## src/rtl/noc_ingress_arbiter_if.sv

```systemverilog
// ---------------------------------------------------------------------------
// noc_ingress_arbiter_if
// Bundles the four source write ports, the downstream stall and the issue
// outputs of noc_ingress_arbiter.
//   master : the side that writes sources and consumes issued transfers
//   slave  : the arbiter itself
// Signals
//   wr_X / din_X / dst_X : source write strobe, payload, destination (X=A..D)
//   full_X               : source FIFO full flag
//   stall                : downstream not accepting, freezes issue
//   port_X               : payload towards NOC input port X
//   In_add / out_add     : source index / destination index of the transfer
//   LOAD / en_X          : transfer strobe / one-hot destination enable
//   drop_cnt             : saturating count of rejected writes
// ---------------------------------------------------------------------------
interface noc_ingress_arbiter_if #(
  parameter int DW = 8
);
  logic          wr_A, wr_B, wr_C, wr_D;
  logic [DW-1:0] din_A, din_B, din_C, din_D;
  logic [1:0]    dst_A, dst_B, dst_C, dst_D;
  logic          full_A, full_B, full_C, full_D;
  logic          stall;
  logic [DW-1:0] port_A, port_B, port_C, port_D;
  logic [1:0]    In_add, out_add;
  logic          LOAD;
  logic          en_A, en_B, en_C, en_D;
  logic [7:0]    drop_cnt;

  modport master (
    output wr_A, wr_B, wr_C, wr_D,
    output din_A, din_B, din_C, din_D,
    output dst_A, dst_B, dst_C, dst_D,
    output stall,
    input  full_A, full_B, full_C, full_D,
    input  port_A, port_B, port_C, port_D,
    input  In_add, out_add, LOAD,
    input  en_A, en_B, en_C, en_D,
    input  drop_cnt
  );

  modport slave (
    input  wr_A, wr_B, wr_C, wr_D,
    input  din_A, din_B, din_C, din_D,
    input  dst_A, dst_B, dst_C, dst_D,
    input  stall,
    output full_A, full_B, full_C, full_D,
    output port_A, port_B, port_C, port_D,
    output In_add, out_add, LOAD,
    output en_A, en_B, en_C, en_D,
    output drop_cnt
  );
endinterface

```

## src/rtl/noc_ingress_arbiter.sv

```systemverilog
// ---------------------------------------------------------------------------
// noc_ingress_arbiter
// Four source FIFOs (entry = {dst, payload}) feeding a round-robin arbiter
// that issues at most one registered transfer per cycle towards the NOC.
// Ports
//   CLK : clock, all state on the rising edge
//   RES : asynchronous active-low reset
//   bus : noc_ingress_arbiter_if.slave (writes, stall, issue outputs, flags)
// Parameters
//   DEPTH : entries per source FIFO (power of 2, >= 2)
//   DW    : payload width
// ---------------------------------------------------------------------------
module noc_ingress_arbiter #(
  parameter int DEPTH = 4,
  parameter int DW    = 8
) (
  input  logic                  CLK,
  input  logic                  RES,
  noc_ingress_arbiter_if.slave  bus
);
  localparam int AW = $clog2(DEPTH);
  localparam int CW = AW + 1;
  localparam int EW = DW + 2;

  // Source-indexed views of the named interface signals
  logic [3:0]    w_wr;
  logic [DW-1:0] w_din [4];
  logic [1:0]    w_dst [4];

  assign w_wr     = {bus.wr_D, bus.wr_C, bus.wr_B, bus.wr_A};
  assign w_din[0] = bus.din_A;
  assign w_din[1] = bus.din_B;
  assign w_din[2] = bus.din_C;
  assign w_din[3] = bus.din_D;
  assign w_dst[0] = bus.dst_A;
  assign w_dst[1] = bus.dst_B;
  assign w_dst[2] = bus.dst_C;
  assign w_dst[3] = bus.dst_D;

  logic [3:0]    w_full;
  logic [3:0]    w_nonempty;
  logic [3:0]    w_push;
  logic [3:0]    w_pop;
  logic [EW-1:0] w_head [4];

  logic          w_found;
  logic          w_issue;
  logic [1:0]    w_winner;
  logic [1:0]    w_idx;
  logic [EW-1:0] w_sel;
  logic [1:0]    w_sel_dst;
  logic [DW-1:0] w_sel_data;

  logic [1:0]    r_rr;
  logic          r_load;
  logic [1:0]    r_in_add;
  logic [1:0]    r_out_add;
  logic [3:0]    r_en;
  logic [DW-1:0] r_port [4];
  logic [7:0]    r_drop_cnt;

  // -------------------------------------------------------------------------
  // Per-source FIFOs
  // -------------------------------------------------------------------------
  genvar gi;
  generate
    for (gi = 0; gi < 4; gi++) begin : g_fifo
      logic [EW-1:0] r_mem [DEPTH];
      logic [AW-1:0] r_wptr;
      logic [AW-1:0] r_rptr;
      logic [CW-1:0] r_count;

      // Full is taken from the registered count, so a write into a full FIFO
      // is rejected even when that FIFO is popped in the same cycle.
      assign w_full[gi]     = (r_count == CW'(DEPTH));
      assign w_nonempty[gi] = (r_count != '0);
      assign w_push[gi]     = w_wr[gi] & ~w_full[gi];
      assign w_pop[gi]      = w_issue & (w_winner == 2'(gi));
      assign w_head[gi]     = r_mem[r_rptr];

      // Storage carries no reset; validity is tracked by the pointers.
      always_ff @(posedge CLK) begin
        if (w_push[gi]) begin
          r_mem[r_wptr] <= {w_dst[gi], w_din[gi]};
        end
      end

      // Pointers are AW bits wide, so incrementing wraps modulo DEPTH.
      always_ff @(posedge CLK or negedge RES) begin
        if (!RES) begin
          r_wptr  <= '0;
          r_rptr  <= '0;
          r_count <= '0;
        end else begin
          if (w_push[gi]) begin
            r_wptr <= r_wptr + 1'b1;
          end
          if (w_pop[gi]) begin
            r_rptr <= r_rptr + 1'b1;
          end
          case ({w_push[gi], w_pop[gi]})
            2'b10:   r_count <= r_count + 1'b1;
            2'b01:   r_count <= r_count - 1'b1;
            default: r_count <= r_count;
          endcase
        end
      end
    end
  endgenerate

  // -------------------------------------------------------------------------
  // Round-robin search starting at r_rr
  // -------------------------------------------------------------------------
  always_comb begin
    w_found  = 1'b0;
    w_winner = r_rr;
    w_idx    = r_rr;
    for (int k = 0; k < 4; k++) begin
      w_idx = r_rr + 2'(k);
      if (!w_found && w_nonempty[w_idx]) begin
        w_found  = 1'b1;
        w_winner = w_idx;
      end
    end
  end

  assign w_issue    = w_found & ~bus.stall;
  assign w_sel      = w_head[w_winner];
  assign w_sel_dst  = w_sel[EW-1:DW];
  assign w_sel_data = w_sel[DW-1:0];

  // -------------------------------------------------------------------------
  // Issue registers
  // -------------------------------------------------------------------------
  always_ff @(posedge CLK or negedge RES) begin
    if (!RES) begin
      r_rr      <= 2'd0;
      r_load    <= 1'b0;
      r_in_add  <= 2'd0;
      r_out_add <= 2'd0;
      r_en      <= 4'd0;
      for (int k = 0; k < 4; k++) begin
        r_port[k] <= '0;
      end
    end else begin
      r_load <= w_issue;
      r_en   <= w_issue ? (4'b0001 << w_sel_dst) : 4'b0000;
      if (w_issue) begin
        r_rr      <= w_winner + 2'd1;
        r_in_add  <= w_winner;
        r_out_add <= w_sel_dst;
        for (int k = 0; k < 4; k++) begin
          r_port[k] <= (w_winner == 2'(k)) ? w_sel_data : '0;
        end
      end else if (!bus.stall) begin
        // Idle cycle: ports clear, addresses hold. Under stall all hold.
        for (int k = 0; k < 4; k++) begin
          r_port[k] <= '0;
        end
      end
    end
  end

  // -------------------------------------------------------------------------
  // Drop counter: every rejected write on every source counts, saturating.
  // -------------------------------------------------------------------------
  logic [2:0] w_drops;
  logic [8:0] w_drop_sum;

  always_comb begin
    w_drops = 3'd0;
    for (int k = 0; k < 4; k++) begin
      w_drops = w_drops + 3'(w_wr[k] & w_full[k]);
    end
  end

  assign w_drop_sum = {1'b0, r_drop_cnt} + 9'(w_drops);

  always_ff @(posedge CLK or negedge RES) begin
    if (!RES) begin
      r_drop_cnt <= 8'd0;
    end else begin
      r_drop_cnt <= w_drop_sum[8] ? 8'hFF : w_drop_sum[7:0];
    end
  end

  // -------------------------------------------------------------------------
  // Outputs
  // -------------------------------------------------------------------------
  assign bus.full_A   = w_full[0];
  assign bus.full_B   = w_full[1];
  assign bus.full_C   = w_full[2];
  assign bus.full_D   = w_full[3];
  assign bus.port_A   = r_port[0];
  assign bus.port_B   = r_port[1];
  assign bus.port_C   = r_port[2];
  assign bus.port_D   = r_port[3];
  assign bus.In_add   = r_in_add;
  assign bus.out_add  = r_out_add;
  assign bus.LOAD     = r_load;
  assign bus.en_A     = r_en[0];
  assign bus.en_B     = r_en[1];
  assign bus.en_C     = r_en[2];
  assign bus.en_D     = r_en[3];
  assign bus.drop_cnt = r_drop_cnt;
endmodule
```

## src/flat_wrapper.sv

```systemverilog
// flat-port wrapper written by rule: the top's interface ports become plain ports
module noc_ingress_arbiter_flat 
#(
  parameter int DEPTH = 4,
  parameter int DW    = 8
)
  (CLK, RES, bus_wr_A, bus_wr_B, bus_wr_C, bus_wr_D, bus_din_A, bus_din_B, bus_din_C, bus_din_D, bus_dst_A, bus_dst_B, bus_dst_C, bus_dst_D, bus_stall, bus_full_A, bus_full_B, bus_full_C, bus_full_D, bus_port_A, bus_port_B, bus_port_C, bus_port_D, bus_In_add, bus_out_add, bus_LOAD, bus_en_A, bus_en_B, bus_en_C, bus_en_D, bus_drop_cnt);
  noc_ingress_arbiter_if #(.DW(DW)) bus_i ();
  input  logic CLK;
  input  logic RES;
  input wire logic [$bits(bus_i.wr_A)-1:0] bus_wr_A;
  input wire logic [$bits(bus_i.wr_B)-1:0] bus_wr_B;
  input wire logic [$bits(bus_i.wr_C)-1:0] bus_wr_C;
  input wire logic [$bits(bus_i.wr_D)-1:0] bus_wr_D;
  input wire logic [$bits(bus_i.din_A)-1:0] bus_din_A;
  input wire logic [$bits(bus_i.din_B)-1:0] bus_din_B;
  input wire logic [$bits(bus_i.din_C)-1:0] bus_din_C;
  input wire logic [$bits(bus_i.din_D)-1:0] bus_din_D;
  input wire logic [$bits(bus_i.dst_A)-1:0] bus_dst_A;
  input wire logic [$bits(bus_i.dst_B)-1:0] bus_dst_B;
  input wire logic [$bits(bus_i.dst_C)-1:0] bus_dst_C;
  input wire logic [$bits(bus_i.dst_D)-1:0] bus_dst_D;
  input wire logic [$bits(bus_i.stall)-1:0] bus_stall;
  output wire logic [$bits(bus_i.full_A)-1:0] bus_full_A;
  output wire logic [$bits(bus_i.full_B)-1:0] bus_full_B;
  output wire logic [$bits(bus_i.full_C)-1:0] bus_full_C;
  output wire logic [$bits(bus_i.full_D)-1:0] bus_full_D;
  output wire logic [$bits(bus_i.port_A)-1:0] bus_port_A;
  output wire logic [$bits(bus_i.port_B)-1:0] bus_port_B;
  output wire logic [$bits(bus_i.port_C)-1:0] bus_port_C;
  output wire logic [$bits(bus_i.port_D)-1:0] bus_port_D;
  output wire logic [$bits(bus_i.In_add)-1:0] bus_In_add;
  output wire logic [$bits(bus_i.out_add)-1:0] bus_out_add;
  output wire logic [$bits(bus_i.LOAD)-1:0] bus_LOAD;
  output wire logic [$bits(bus_i.en_A)-1:0] bus_en_A;
  output wire logic [$bits(bus_i.en_B)-1:0] bus_en_B;
  output wire logic [$bits(bus_i.en_C)-1:0] bus_en_C;
  output wire logic [$bits(bus_i.en_D)-1:0] bus_en_D;
  output wire logic [$bits(bus_i.drop_cnt)-1:0] bus_drop_cnt;
  assign bus_i.wr_A = bus_wr_A;
  assign bus_i.wr_B = bus_wr_B;
  assign bus_i.wr_C = bus_wr_C;
  assign bus_i.wr_D = bus_wr_D;
  assign bus_i.din_A = bus_din_A;
  assign bus_i.din_B = bus_din_B;
  assign bus_i.din_C = bus_din_C;
  assign bus_i.din_D = bus_din_D;
  assign bus_i.dst_A = bus_dst_A;
  assign bus_i.dst_B = bus_dst_B;
  assign bus_i.dst_C = bus_dst_C;
  assign bus_i.dst_D = bus_dst_D;
  assign bus_i.stall = bus_stall;
  assign bus_full_A = bus_i.full_A;
  assign bus_full_B = bus_i.full_B;
  assign bus_full_C = bus_i.full_C;
  assign bus_full_D = bus_i.full_D;
  assign bus_port_A = bus_i.port_A;
  assign bus_port_B = bus_i.port_B;
  assign bus_port_C = bus_i.port_C;
  assign bus_port_D = bus_i.port_D;
  assign bus_In_add = bus_i.In_add;
  assign bus_out_add = bus_i.out_add;
  assign bus_LOAD = bus_i.LOAD;
  assign bus_en_A = bus_i.en_A;
  assign bus_en_B = bus_i.en_B;
  assign bus_en_C = bus_i.en_C;
  assign bus_en_D = bus_i.en_D;
  assign bus_drop_cnt = bus_i.drop_cnt;
  noc_ingress_arbiter #(.DEPTH(DEPTH), .DW(DW)) u_core (.CLK(CLK), .RES(RES), .bus(bus_i));
endmodule
```

## config.mk

```make
export PLATFORM = sky130hd
export DESIGN_NAME = noc_ingress_arbiter_flat
export DESIGN_NICKNAME = d
export VERILOG_FILES = /design/src/rtl/noc_ingress_arbiter_if.sv /design/src/rtl/noc_ingress_arbiter.sv /design/src/flat_wrapper.sv
export SDC_FILE = /design/constraint.sdc
export NUM_CORES = 1
export LEC_CHECK = 0
export CAP_MARGIN = 20
export CORE_ASPECT_RATIO = 1.2
export CORE_MARGIN = 5
export CORE_UTILIZATION = 61
export DETAILED_ROUTE_END_ITERATION = 7
export PLACE_DENSITY = 0.91
export SETUP_SLACK_MARGIN = 0.2
export SYNTH_ARGS = -nofsm -noshare
export SYNTH_HDL_FRONTEND = slang
export SYNTH_SLANG_ARGS = --single-unit
```

## constraint.sdc

```tcl
create_clock -name CLK -period 6.15 [get_ports CLK]
set_input_delay 1.23 -clock CLK [delete_from_list [all_inputs] [get_ports CLK]]
set_output_delay 1.23 -clock CLK [all_outputs]
set_load 0.01 [all_outputs]
```

==> impl_metrics.env, run 1 <==
export IMPL_outcome="complete, no violations"
export IMPL_period_share_pct=61.98
export IMPL_max_slew_margin_pct=52.00
export IMPL_post_cts_resized=0
export IMPL_htree_levels=1
export IMPL_fmax_mhz=262.4
export IMPL_synth_area_top_cells="edfxtp_1 (50%), dfrtp_1 (21%), mux4_2 (9.4%), ha_1 (3.3%), a22o_1 (2.9%)"
export IMPL_ys_seq_area_share_pct=70.58
export IMPL_syn_inst=547
export IMPL_grtUsageTotal_pct=20.88
export IMPL_cts_tree="done"
export IMPL_path_common_cell="inv_1"
export IMPL_ff2ff_setup_slack_ps=2750
export IMPL_skew_ps=12.99
export IMPL_hold_path_class="reg2reg"
export IMPL_maxCapViolCount=0
export IMPL_instances_no_fill=879
export IMPL_drive_gt1_share_pct=13.41
export IMPL_grt_pass1_vias=5730
export IMPL_critPathArrivalTime_ps=4240
export IMPL_clock_path_buffers=3
export IMPL_fp_dieW_um=124.6
export IMPL_finalMaxSlewViolations=0
export IMPL_grt_pass1_wl_mm=30.44
export IMPL_fin_util_pct=74.35
export IMPL_fin_area_sq_um=11540
export IMPL_yosysUniqueCellTypes=49
export IMPL_finalCriticalPeriod_ps=3812
export IMPL_viasPerCell=5.892
export IMPL_hold_violations=0
export IMPL_finalSetupViolCount=0
export IMPL_synth_ff_type="edfxtp_1"
export IMPL_syn2layout_area_growth_pct=20.07
export IMPL_ir_drop_mv=0.3191
export IMPL_crit_path_end_kind="register"
export IMPL_n_fill_cell=944
export IMPL_avgRoutedWirePerCell_um=21.27
export IMPL_drt_pass1_iterations=5
export IMPL_min_to="u_core.g_fifo[1].r_count[2]"
export IMPL_gp_routability_congestion=0.8168
export IMPL_crit_path_top_delay_cell="fa_1"
export IMPL_min_delay_start="u_core.g_fifo[1].r_count[2]"
export IMPL_drc_errors=0
export IMPL_num_vias=5179
export IMPL_totalWireLength_mm=18.70
export IMPL_antennaDiodeCount=0
export IMPL_antenna_found_initial=0
export IMPL_globalRoute_totalOverflow=0
export IMPL_numPortBuffers=99
export IMPL_synth_async_sr_flop_share_pct=33.05
export IMPL_synth_edff_count=160
export IMPL_syn_avg_cell_area_sq_um=17.56
export IMPL_worstSetupStartpointType="input port"
export IMPL_cp_required_ps=6570
export IMPL_grt_max_degree=80
export IMPL_start_util_pct=61.93
export IMPL_dp_hpwl_mm=12.34
export IMPL_dp_cells=837
export IMPL_core_sq_um=15510
export IMPL_placed_area_sq_um=10790
export IMPL_fin_nets=733
export IMPL_r2r_end="u_core.bus.drop_cnt[0]"
export IMPL_cpLargestDelayFamily="adder cells"
export IMPL_cts_sinks=239
export IMPL_reg2reg_depth=14
export IMPL_detail_route_antenna_nets=0
export IMPL_drtIter0Drc=333
export IMPL_cp_num_buf_inv=4
export IMPL_cts_hold_buffers_added=0
export IMPL_num_rows=50
export IMPL_ys_ff_latch=239
export IMPL_cp_max_fo=6
export IMPL_synth_nets=625
export IMPL_crit_chain="clkdlybuf4s50_1, nand2_1, fa_1, inv_1, ha_1, ha_1, inv_1, fa_1, inv_1, a21oi_1, nor2_1, nand3_1, nand2b_1"
export IMPL_die_h_um=147.5
export IMPL_netlist_area_sq_um=9608
export IMPL_synth_top_cell_area_share_pct=50.01
export IMPL_clock_latency_ps=500
export IMPL_rr_startpoint="u_core.g_fifo[0].r_count[0]"
export IMPL_cts_buffers_inserted=23
export IMPL_slowest_delay_ps=570
export IMPL_rsz0062_at_grt="false"
export IMPL_cts_setup_buffers=0
export IMPL_worstMarginPinSlew_ps=720.1
export IMPL_power_leakage_uw=0.004425
export IMPL_yosys_area_top_type="edfxtp_1"
export IMPL_ios=100
export IMPL_finalSetupTns_ps=0
export IMPL_min_path_cells=1
export IMPL_critPathKind="in2reg"
export IMPL_clk_root_buffer_cell="clkbuf_16"
export IMPL_die_area_sq_um=18370
export IMPL_power_density_nw_per_um2=500.5
export IMPL_clk_transition_reported_paths_ps=60
export IMPL_ys_warn_count=0
-- layout make-up --
type / instances / area (sq um) / share of cell area, %
Clock buffer: 27 / 610.6 / 5.293
Sequential cell: 239 / 6782 / 58.79
Timing Repair Buffer: 102 / 1031 / 8.937
Clock inverter: 14 / 108.9 / 0.9436
Multi-Input combinational cell: 253 / 2608 / 22.60
Tap cell: 208 / 260.3 / 2.256
Inverter: 36 / 136.4 / 1.182
-- worst reg2reg max path, stage by stage (launching register included) --
cell      delay [ps]
dfrtp_1          440
inv_1            130
and3_1           250
nand2_1          120
fa_1             570
inv_1             60
ha_1             190
ha_1             300
inv_1             60
fa_1             430
inv_1             70
a21oi_1          120
nor2_1           180
nand3_1          230
nand2b_1         160
-- flip-flops by register name (all words and copies together) (netlist names) --
register,count
u_core.bus.port_C,8
u_core.bus.port_A,8
u_core.g_fifo.r_wptr,8
u_core.bus.port_B,8
u_core.bus.port_D,8
u_core.r_rr,2
u_core.bus.In_add,2
u_core.bus.LOAD,1
u_core.r_en,4
u_core.g_fifo.r_rptr,8
u_core.bus.out_add,2
u_core.g_fifo.r_mem,160
u_core.bus.drop_cnt,8
u_core.g_fifo.r_count,12
-- power by group --
group | internal [uW] | switching [uW]
combinational | 972 | 879
clock | 757 | 578
sequential | 2200 | 386
total | 3930 | 1840
-- layout by cell type (no fill, tap or decap), drive strengths merged, types with 3 or more instances in the layout --
| master | Yosys | layout |
|---|---|---|
| a21o | 3 | 3 |
| a21oi | 3 | 3 |
| a22o | 32 | 32 |
| and2 | 14 | 14 |
| and3 | 8 | 8 |
| buf | 7 | 4 |
| clkbuf | 12 | 27 |
| clkdlybuf4s50 | 0 | 98 |
| clkinv | 1 | 9 |
| clkinvlp | 0 | 3 |
| dfrtp | 79 | 79 |
| edfxtp | 160 | 160 |
| fa | 6 | 6 |
| ha | 25 | 25 |
| inv | 35 | 37 |
| mux2i | 9 | 9 |
| mux4 | 40 | 40 |
| nand2 | 21 | 21 |
| nand2b | 3 | 3 |
| nand3 | 4 | 4 |
| nor2 | 13 | 13 |
| nor2b | 5 | 5 |
| nor3 | 6 | 6 |
| o21ai | 9 | 9 |
| o22ai | 3 | 3 |
| xnor2 | 15 | 15 |
| xor2 | 14 | 14 |
-- synth_stat cells, types with 4 or more instances --
| master | n |
|---|---|
| dfrtp_1 | 79 |
| fa_1 | 6 |
| and2_1 | 14 |
| edfxtp_1 | 160 |
| and3_1 | 8 |
| nor2b_1 | 5 |
| nand3_1 | 4 |
| inv_1 | 34 |
| mux2i_1 | 9 |
| xor2_1 | 14 |
| xnor2_1 | 15 |
| ha_1 | 25 |
| nand2_1 | 21 |
| o21ai_0 | 9 |
| a22o_1 | 32 |
| mux4_2 | 40 |
| nor3_1 | 4 |
| nor2_1 | 12 |
| clkbuf_1 | 12 |
-- layer usage --
layer | global-route usage [%] | part of all wire [%] | vias up
met1 | 25.82 | 37 | 2641
met2 | 37.18 | 54 | 202
met3 | 4.228 | 6.2 | 45
met4 | 6.853 | 2.8 | 0
met5 | 0 | 0 | -
li1 | - | - | 2291
-- cells by family after synthesis --
family | share of synthesized area (%)
AO/OA/AOI/OAI | 4.792
adder cells (fa/ha/maj) | 4.506
AND/OR/NAND/NOR | 4.766
buffers and inverters | 2.279
XOR/XNOR | 2.644
flip-flops | 70.58
multiplexers | 10.43
-- worst max path at each step --
stage | depth (start not counted) | slack [ps] | to | startpoint
5_1_grt | 11 | 2160 | u_core.g_fifo[2].r_count[2] | bus_stall
6_report | 13 | 2340 | u_core.bus.drop_cnt[0] | bus_wr_A
3_5_place_dp | 11 | 1900 | u_core.g_fifo[2].r_count[2] | bus_stall
3_3_place_gp | 11 | 2060 | u_core.g_fifo[2].r_count[2] | bus_stall
2_1_floorplan | 12 | 2760 | u_core.bus.drop_cnt[0] | bus_wr_A
4_1_cts | 13 | 2390 | u_core.bus.drop_cnt[0] | bus_wr_A
-- per-stage QoR --
stage	worst slack [ps]	total power [uW]	hold WS, ps
3_5_place_dp	1900	4441	493.8
6_report	2338	5774	508.2
3_3_place_gp	2061	4293	492.3
5_1_grt	2162	6096	530.2
2_1_floorplan	2757	3711	469.4
4_1_cts	2394	5815	510.0
Power figures use the tool's default switching activity.
==> inputs of run 2 (changes only) <==
Settings changed: CORE_UTILIZATION 61 to 56, PLACE_DENSITY 0.91 to 0.85.
Clock period 6.15 ns to 3.6 ns, I/O delays scaled along.
==> run 2 against run 1 <==
Global-route usage shrank 1.8 points. Clock power is 81% higher. Count of clock-buffer cells in the layout rose by 6. Largest power group unchanged. Core utilization is 5.5 points lower. Largest cell class unchanged. Critical path depth rose by 1.
==> impl_metrics.env, run 2 (same netlist as run 1, synthesis figures left out) <==
export IMPL_drive_gt1_share_pct=13.93
export IMPL_clk_transition_reported_paths_ps=70
export IMPL_top_register="u_core.g_fifo.r_mem"
export IMPL_clk_root_buffer_cell="clkbuf_16"
export IMPL_crit_path_end_kind="register"
export IMPL_power_leakage_uw=0.004456
export IMPL_die_h_um=153.5
export IMPL_r2r_end="u_core.bus.drop_cnt[0]"
export IMPL_clock_latency_ps=490
export IMPL_rsz0062_at_grt="true"
export IMPL_worstMarginPinSlew_ps=729.1
export IMPL_instances_no_fill=891
export IMPL_num_vias=5101
export IMPL_die_area_sq_um=19890
export IMPL_fin_nets=737
export IMPL_period_share_pct=90.04
export IMPL_skew_ps=10.13
export IMPL_whs_ps=247.1
export IMPL_htree_levels=1
export IMPL_fmax_mhz=308.5
export IMPL_clock_path_buffers=3
export IMPL_drc_errors=0
export IMPL_detail_route_antenna_nets=0
export IMPL_dp_cells=850
export IMPL_final_cell_mix="edfxtp_1 (160), clkdlybuf4s50_1 (98), dfrtp_1 (79)"
export IMPL_fp_dieW_um=129.6
export IMPL_n_fill_cell=1062
export IMPL_numPortBuffers=99
export IMPL_ff2ff_setup_slack_ps=360
export IMPL_crit_path_top_delay_cell="fa_1"
export IMPL_cts_sinks=239
export IMPL_antennaDiodeCount=0
export IMPL_totalWireLength_mm=18.53
export IMPL_path_common_cell="inv_1"
export IMPL_fin_util_pct=68.90
export IMPL_core_sq_um=16850
export IMPL_cp_required_ps=4020
export IMPL_grtUsageTotal_pct=19.07
export IMPL_crit_chain="inv_1, and3_1, nand2_1, fa_1, inv_1, ha_1, ha_1, inv_1, fa_1, inv_1, a21oi_1, nor2_2, nand3_2, nand2b_1"
export IMPL_critPathKind="reg2reg"
export IMPL_start_util_pct=57.02
export IMPL_reg2reg_depth=14
export IMPL_grt_pass1_vias=5501
export IMPL_syn2layout_area_growth_pct=20.84
export IMPL_max_slew_margin_pct=51.40
export IMPL_critPathArrivalTime_ps=3660
export IMPL_cp_max_fo=6
export IMPL_cts_buffers_inserted=23
export IMPL_drtIter0Drc=399
export IMPL_cpLargestDelayFamily="adder cells"
export IMPL_outcome="complete, no violations"
export IMPL_grt_pass1_wl_mm=29.53
export IMPL_antenna_found_initial=0
export IMPL_cts_setup_buffers=0
export IMPL_cts_tree="done"
export IMPL_num_rows=52
export IMPL_grt_max_degree=47
export IMPL_rr_startpoint="u_core.g_fifo[0].r_count[0]"
export IMPL_gp_routability_congestion=0.7896
export IMPL_ir_drop_mv=0.5560
export IMPL_worstSetupStartpointType="register"
export IMPL_power_density_nw_per_um2=855.3
export IMPL_cp_num_buf_inv=4
export IMPL_slowest_delay_ps=580
export IMPL_layout_commonest_cell="edfxtp_1"
export IMPL_finalCriticalPeriod_ps=3242
export IMPL_finalSetupViolCount=0
export IMPL_globalRoute_totalOverflow=0
export IMPL_viasPerCell=5.725
export IMPL_avgRoutedWirePerCell_um=20.79
export IMPL_drt_pass1_iterations=4
export IMPL_dp_hpwl_mm=12.42
export IMPL_hold_violations=0
export IMPL_largest_register_ffs=160
export IMPL_finalMaxSlewViolations=0
export IMPL_maxCapViolCount=0
export IMPL_hold_path_class="in2async"
export IMPL_ios=100
export IMPL_largestRegisters="u_core.g_fifo.r_mem (160), u_core.g_fifo.r_count (12)"
==> run 2: changes by cell type in the layout (fill, tap and decap cells not counted), moves of 2 or more <==
cell / previous run / this run
clkbuf_1: 2 / 8
buf_4: 3 / 8
clkinv_2: 8 / 4
clkinvlp_4: 3 / 0
bufinv_16: 1 / 3
clkinv_4: 0 / 2
inv_6: 2 / 0
==> run 2: where the power goes <==
part	switching, uW	internal [uW]	leakage (uW)
Sequential	647	3760	0.00247
Clock	968	1440	0.000370
Combinational	1450	1660	0.00162
Total	3070	6860	0.00446
==> run 2: timing repair <==
action	CTS	global route
hold buffers	0	0
hold endpoints to repair	0	0
setup endpoints to repair	0	9
gates resized for setup	0	5
==> run 2: per-layer routing <==
metal / routed length, um / global-route usage, %
met1: 7170 / 24.61
met2: 9886 / 33.25
met3: 1113 / 3.735
met4: 358 / 4.802
met5: 0 / 0
==> run 2: worst max-delay path by stage <==
stage / end / startpoint / depth (start not counted) / slack [ps]
6_report: u_core.bus.drop_cnt[0] / u_core.g_fifo[0].r_count[0] / 14 / 360
5_1_grt: u_core.bus.drop_cnt[0] / u_core.g_fifo[0].r_count[0] / 14 / 190
4_1_cts: u_core.bus.drop_cnt[0] / u_core.g_fifo[0].r_count[0] / 14 / 280
3_5_place_dp: u_core.bus.drop_cnt[0] / bus_wr_A / 13 / -190
3_3_place_gp: u_core.bus.drop_cnt[0] / bus_wr_A / 13 / 8
2_1_floorplan: u_core.bus.drop_cnt[0] / u_core.g_fifo[0].r_count[0] / 14 / 640
==> run 2: area by class of cell <==
class / instances / area, sq um / area share (%)
sequential: 239 / 6782 / 58.41
multi-input combinational: 253 / 2625 / 22.61
timing repair buffer: 106 / 1041 / 8.966
clock buffer: 33 / 633.1 / 5.453
tap: 216 / 270.3 / 2.328
inverter: 36 / 136.4 / 1.175
clock inverter: 8 / 122.6 / 1.056
==> run 2: per-stage QoR <==
stage	area [sq um]	power, uW	worst slack [ps]	setup TNS (ps)
global placement	10840	7371	8.373	0
detailed placement	10840	7576	-187.4	-1017
finish	11610	9930	358.4	0
floorplan	9608	6339	639.7	0
CTS	11590	10030	280.5	0
global route	11610	10490	185.0	0
==> inputs of run 3 (changes only) <==
Settings changed: CORE_UTILIZATION 56 to 63, DONT_BUFFER_PORTS set to 1.
==> run 3 against run 2 <==
First-iteration DRC count decreased by 21%. Sequential power increased by 4%. Clock skew increased by 13 ps. Count of clock-buffer cells in the layout decreased by 4. Worst setup slack got worse by 18 ps. Clock power increased by 2%. Sequential cell count unchanged. Register-to-register slack got worse by 20 ps. Largest cell class unchanged.
==> impl_metrics.env, run 3 (same netlist as run 1, synthesis figures left out) <==
export IMPL_cp_max_fo=4
export IMPL_antenna_found_initial=0
export IMPL_power_leakage_uw=0.004086
export IMPL_die_area_sq_um=17830
export IMPL_outcome="complete, no violations"
export IMPL_drtIter0Drc=315
export IMPL_num_vias=4765
export IMPL_finalMaxSlewViolations=0
export IMPL_grt_pass1_wl_mm=28.93
export IMPL_drive_gt1_share_pct=17.10
export IMPL_dp_hpwl_mm=11.77
export IMPL_gp_routability_congestion=0.7919
export IMPL_fin_util_pct=71.19
export IMPL_cts_setup_buffers=0
export IMPL_max_slew_margin_pct=49.92
export IMPL_die_h_um=145.3
export IMPL_cts_sinks=239
export IMPL_cts_tree="done"
export IMPL_largest_register_ffs=160
export IMPL_dp_worst_setup_slack_ps=215.3
export IMPL_reg2reg_depth=13
export IMPL_rsz0062_at_grt="false"
export IMPL_r2r_end="u_core.bus.drop_cnt[7]"
export IMPL_avgRoutedWirePerCell_um=23.60
export IMPL_ir_drop_mv=0.5585
export IMPL_clock_latency_ps=510
export IMPL_start_util_pct=64.23
export IMPL_cts_buffers_inserted=23
export IMPL_finalCriticalPeriod_ps=3259
export IMPL_rr_startpoint="u_core.g_fifo[0].r_count[0]"
export IMPL_critPathArrivalTime_ps=3660
export IMPL_drt_pass1_iterations=4
export IMPL_globalRoute_totalOverflow=0
export IMPL_numPortBuffers=0
export IMPL_maxCapViolCount=0
export IMPL_grt_max_degree=80
export IMPL_slowest_delay_ps=560
export IMPL_path_common_cell="ha_1"
export IMPL_viasPerCell=6.133
export IMPL_finalSetupViolCount=0
export IMPL_num_rows=49
export IMPL_fin_nets=634
export IMPL_syn2layout_area_growth_pct=10.85
export IMPL_grtUsageTotal_pct=21.24
export IMPL_power_density_nw_per_um2=890.3
export IMPL_core_sq_um=14960
export IMPL_worstMarginPinSlew_ps=751.2
export IMPL_clk_root_buffer_cell="clkbuf_16"
export IMPL_crit_path_top_delay_cell="fa_1"
export IMPL_critPathKind="reg2reg"
export IMPL_ff2ff_setup_slack_ps=340
export IMPL_largestRegisters="u_core.g_fifo.r_mem (160), u_core.g_fifo.r_count (12)"
export IMPL_detail_route_antenna_nets=0
export IMPL_fin_area_sq_um=10650
export IMPL_whs_ps=67.56
export IMPL_crit_chain="inv_1, and3_4, nand2_1, fa_1, inv_1, ha_1, ha_1, ha_1, a21o_1, a21oi_2, nor3b_1, nand3_1, o21a_1"
export IMPL_antennaDiodeCount=0
export IMPL_multi_input_area_sq_um=2638
export IMPL_clock_path_buffers=3
export IMPL_fp_dieW_um=122.7
export IMPL_layout_commonest_cell="edfxtp_1"
export IMPL_n_fill_cell=922
export IMPL_cp_required_ps=4000
export IMPL_regArea_sq_um=6782
export IMPL_htree_levels=1
export IMPL_fmax_mhz=306.8
export IMPL_hold_path_class="in2async"
export IMPL_ios=100
export IMPL_totalWireLength_mm=18.34
export IMPL_finalSetupTns_ps=0
export IMPL_placed_area_sq_um=9796
export IMPL_hold_violations=0
export IMPL_skew_ps=23.06
export IMPL_final_cell_mix="edfxtp_1 (160), dfrtp_1 (79), mux4_2 (40)"
export IMPL_top_register="u_core.g_fifo.r_mem"
export IMPL_worstSetupStartpointType="register"
export IMPL_finalWorstSetupSlack_ps=340.8
export IMPL_period_share_pct=90.53
export IMPL_clk_transition_reported_paths_ps=70
export IMPL_grt_pass1_vias=5143
export IMPL_drc_errors=0
export IMPL_crit_path_end_kind="register"
==> run 3: changes by cell type in the layout (fill, tap and decap cells not counted), sizes merged <==
cell	delta
inv	+1
buf	-5
clkdlybuf4s50	-98
clkbuf	-4
clkinvlp	+3
clkinv	+1
==> run 3: through the flow <==
step                      power (uW)  std cells
after detailed placement        7015        734
after floorplan                 6339        547
final                           9482        777
after CTS                       9556        777
after global placement          6806        734
after global routing           10030        777
==> run 3: where the power goes <==
group	total [uW]	switching, uW	internal (uW)
registers	4590	829	3760
logic	2420	1200	1220
clock network	2470	990	1480
total	9480	3020	6460
==> run 3: worst max path at each step <==
stage	start	end	slack, ps	depth (start not counted)
global route	u_core.g_fifo[0].r_count[0]	u_core.bus.drop_cnt[7]	120	13
global placement	u_core.g_fifo[0].r_count[0]	u_core.bus.drop_cnt[0]	420	14
detailed placement	u_core.g_fifo[0].r_count[1]	u_core.bus.drop_cnt[0]	220	14
floorplan	u_core.g_fifo[0].r_count[0]	u_core.bus.drop_cnt[0]	640	14
finish	u_core.g_fifo[0].r_count[0]	u_core.bus.drop_cnt[7]	340	13
CTS	u_core.g_fifo[3].r_count[0]	u_core.bus.drop_cnt[0]	200	14
==> run 3: metal layers <==
| layer | vias up | part of all wire [%] | track usage [%] |
|---|---|---|---|
| met4 | 0 | 2.3 | 6.947 |
| met3 | 34 | 8.0 | 5.566 |
| li1 | 2083 | - | - |
| met2 | 185 | 54 | 36.55 |
| met5 | - | 0 | 0 |
| met1 | 2463 | 35 | 26.10 |
==> run 3: repair_timing <==
item                                    CTS  global route
hold buffers                              1             0
pin swaps                                 0             1
endpoints found under the setup margin    5             9
hold endpoints to repair                 79             0
gates resized for setup                   1             9
==> run 3: layout make-up <==
cell class / instances / area share (%)
well taps: 204 / 2.397
multi-input cells: 253 / 24.77
inverters: 36 / 1.281
flip-flops and latches: 239 / 63.67
repair buffers: 3 / 0.3994
clock inverters: 13 / 1.480
clock buffers: 29 / 6.003
==> run 3: critical path, delay by kind of cell (launching register included) <==
kind / cells / cell delay, ps
adder cells (fa/ha/maj): 4 / 1320
AND/OR/NAND/NOR: 4 / 870
buffers and inverters: 2 / 180
flip-flops: 1 / 440
AO/OA/AOI/OAI: 3 / 330
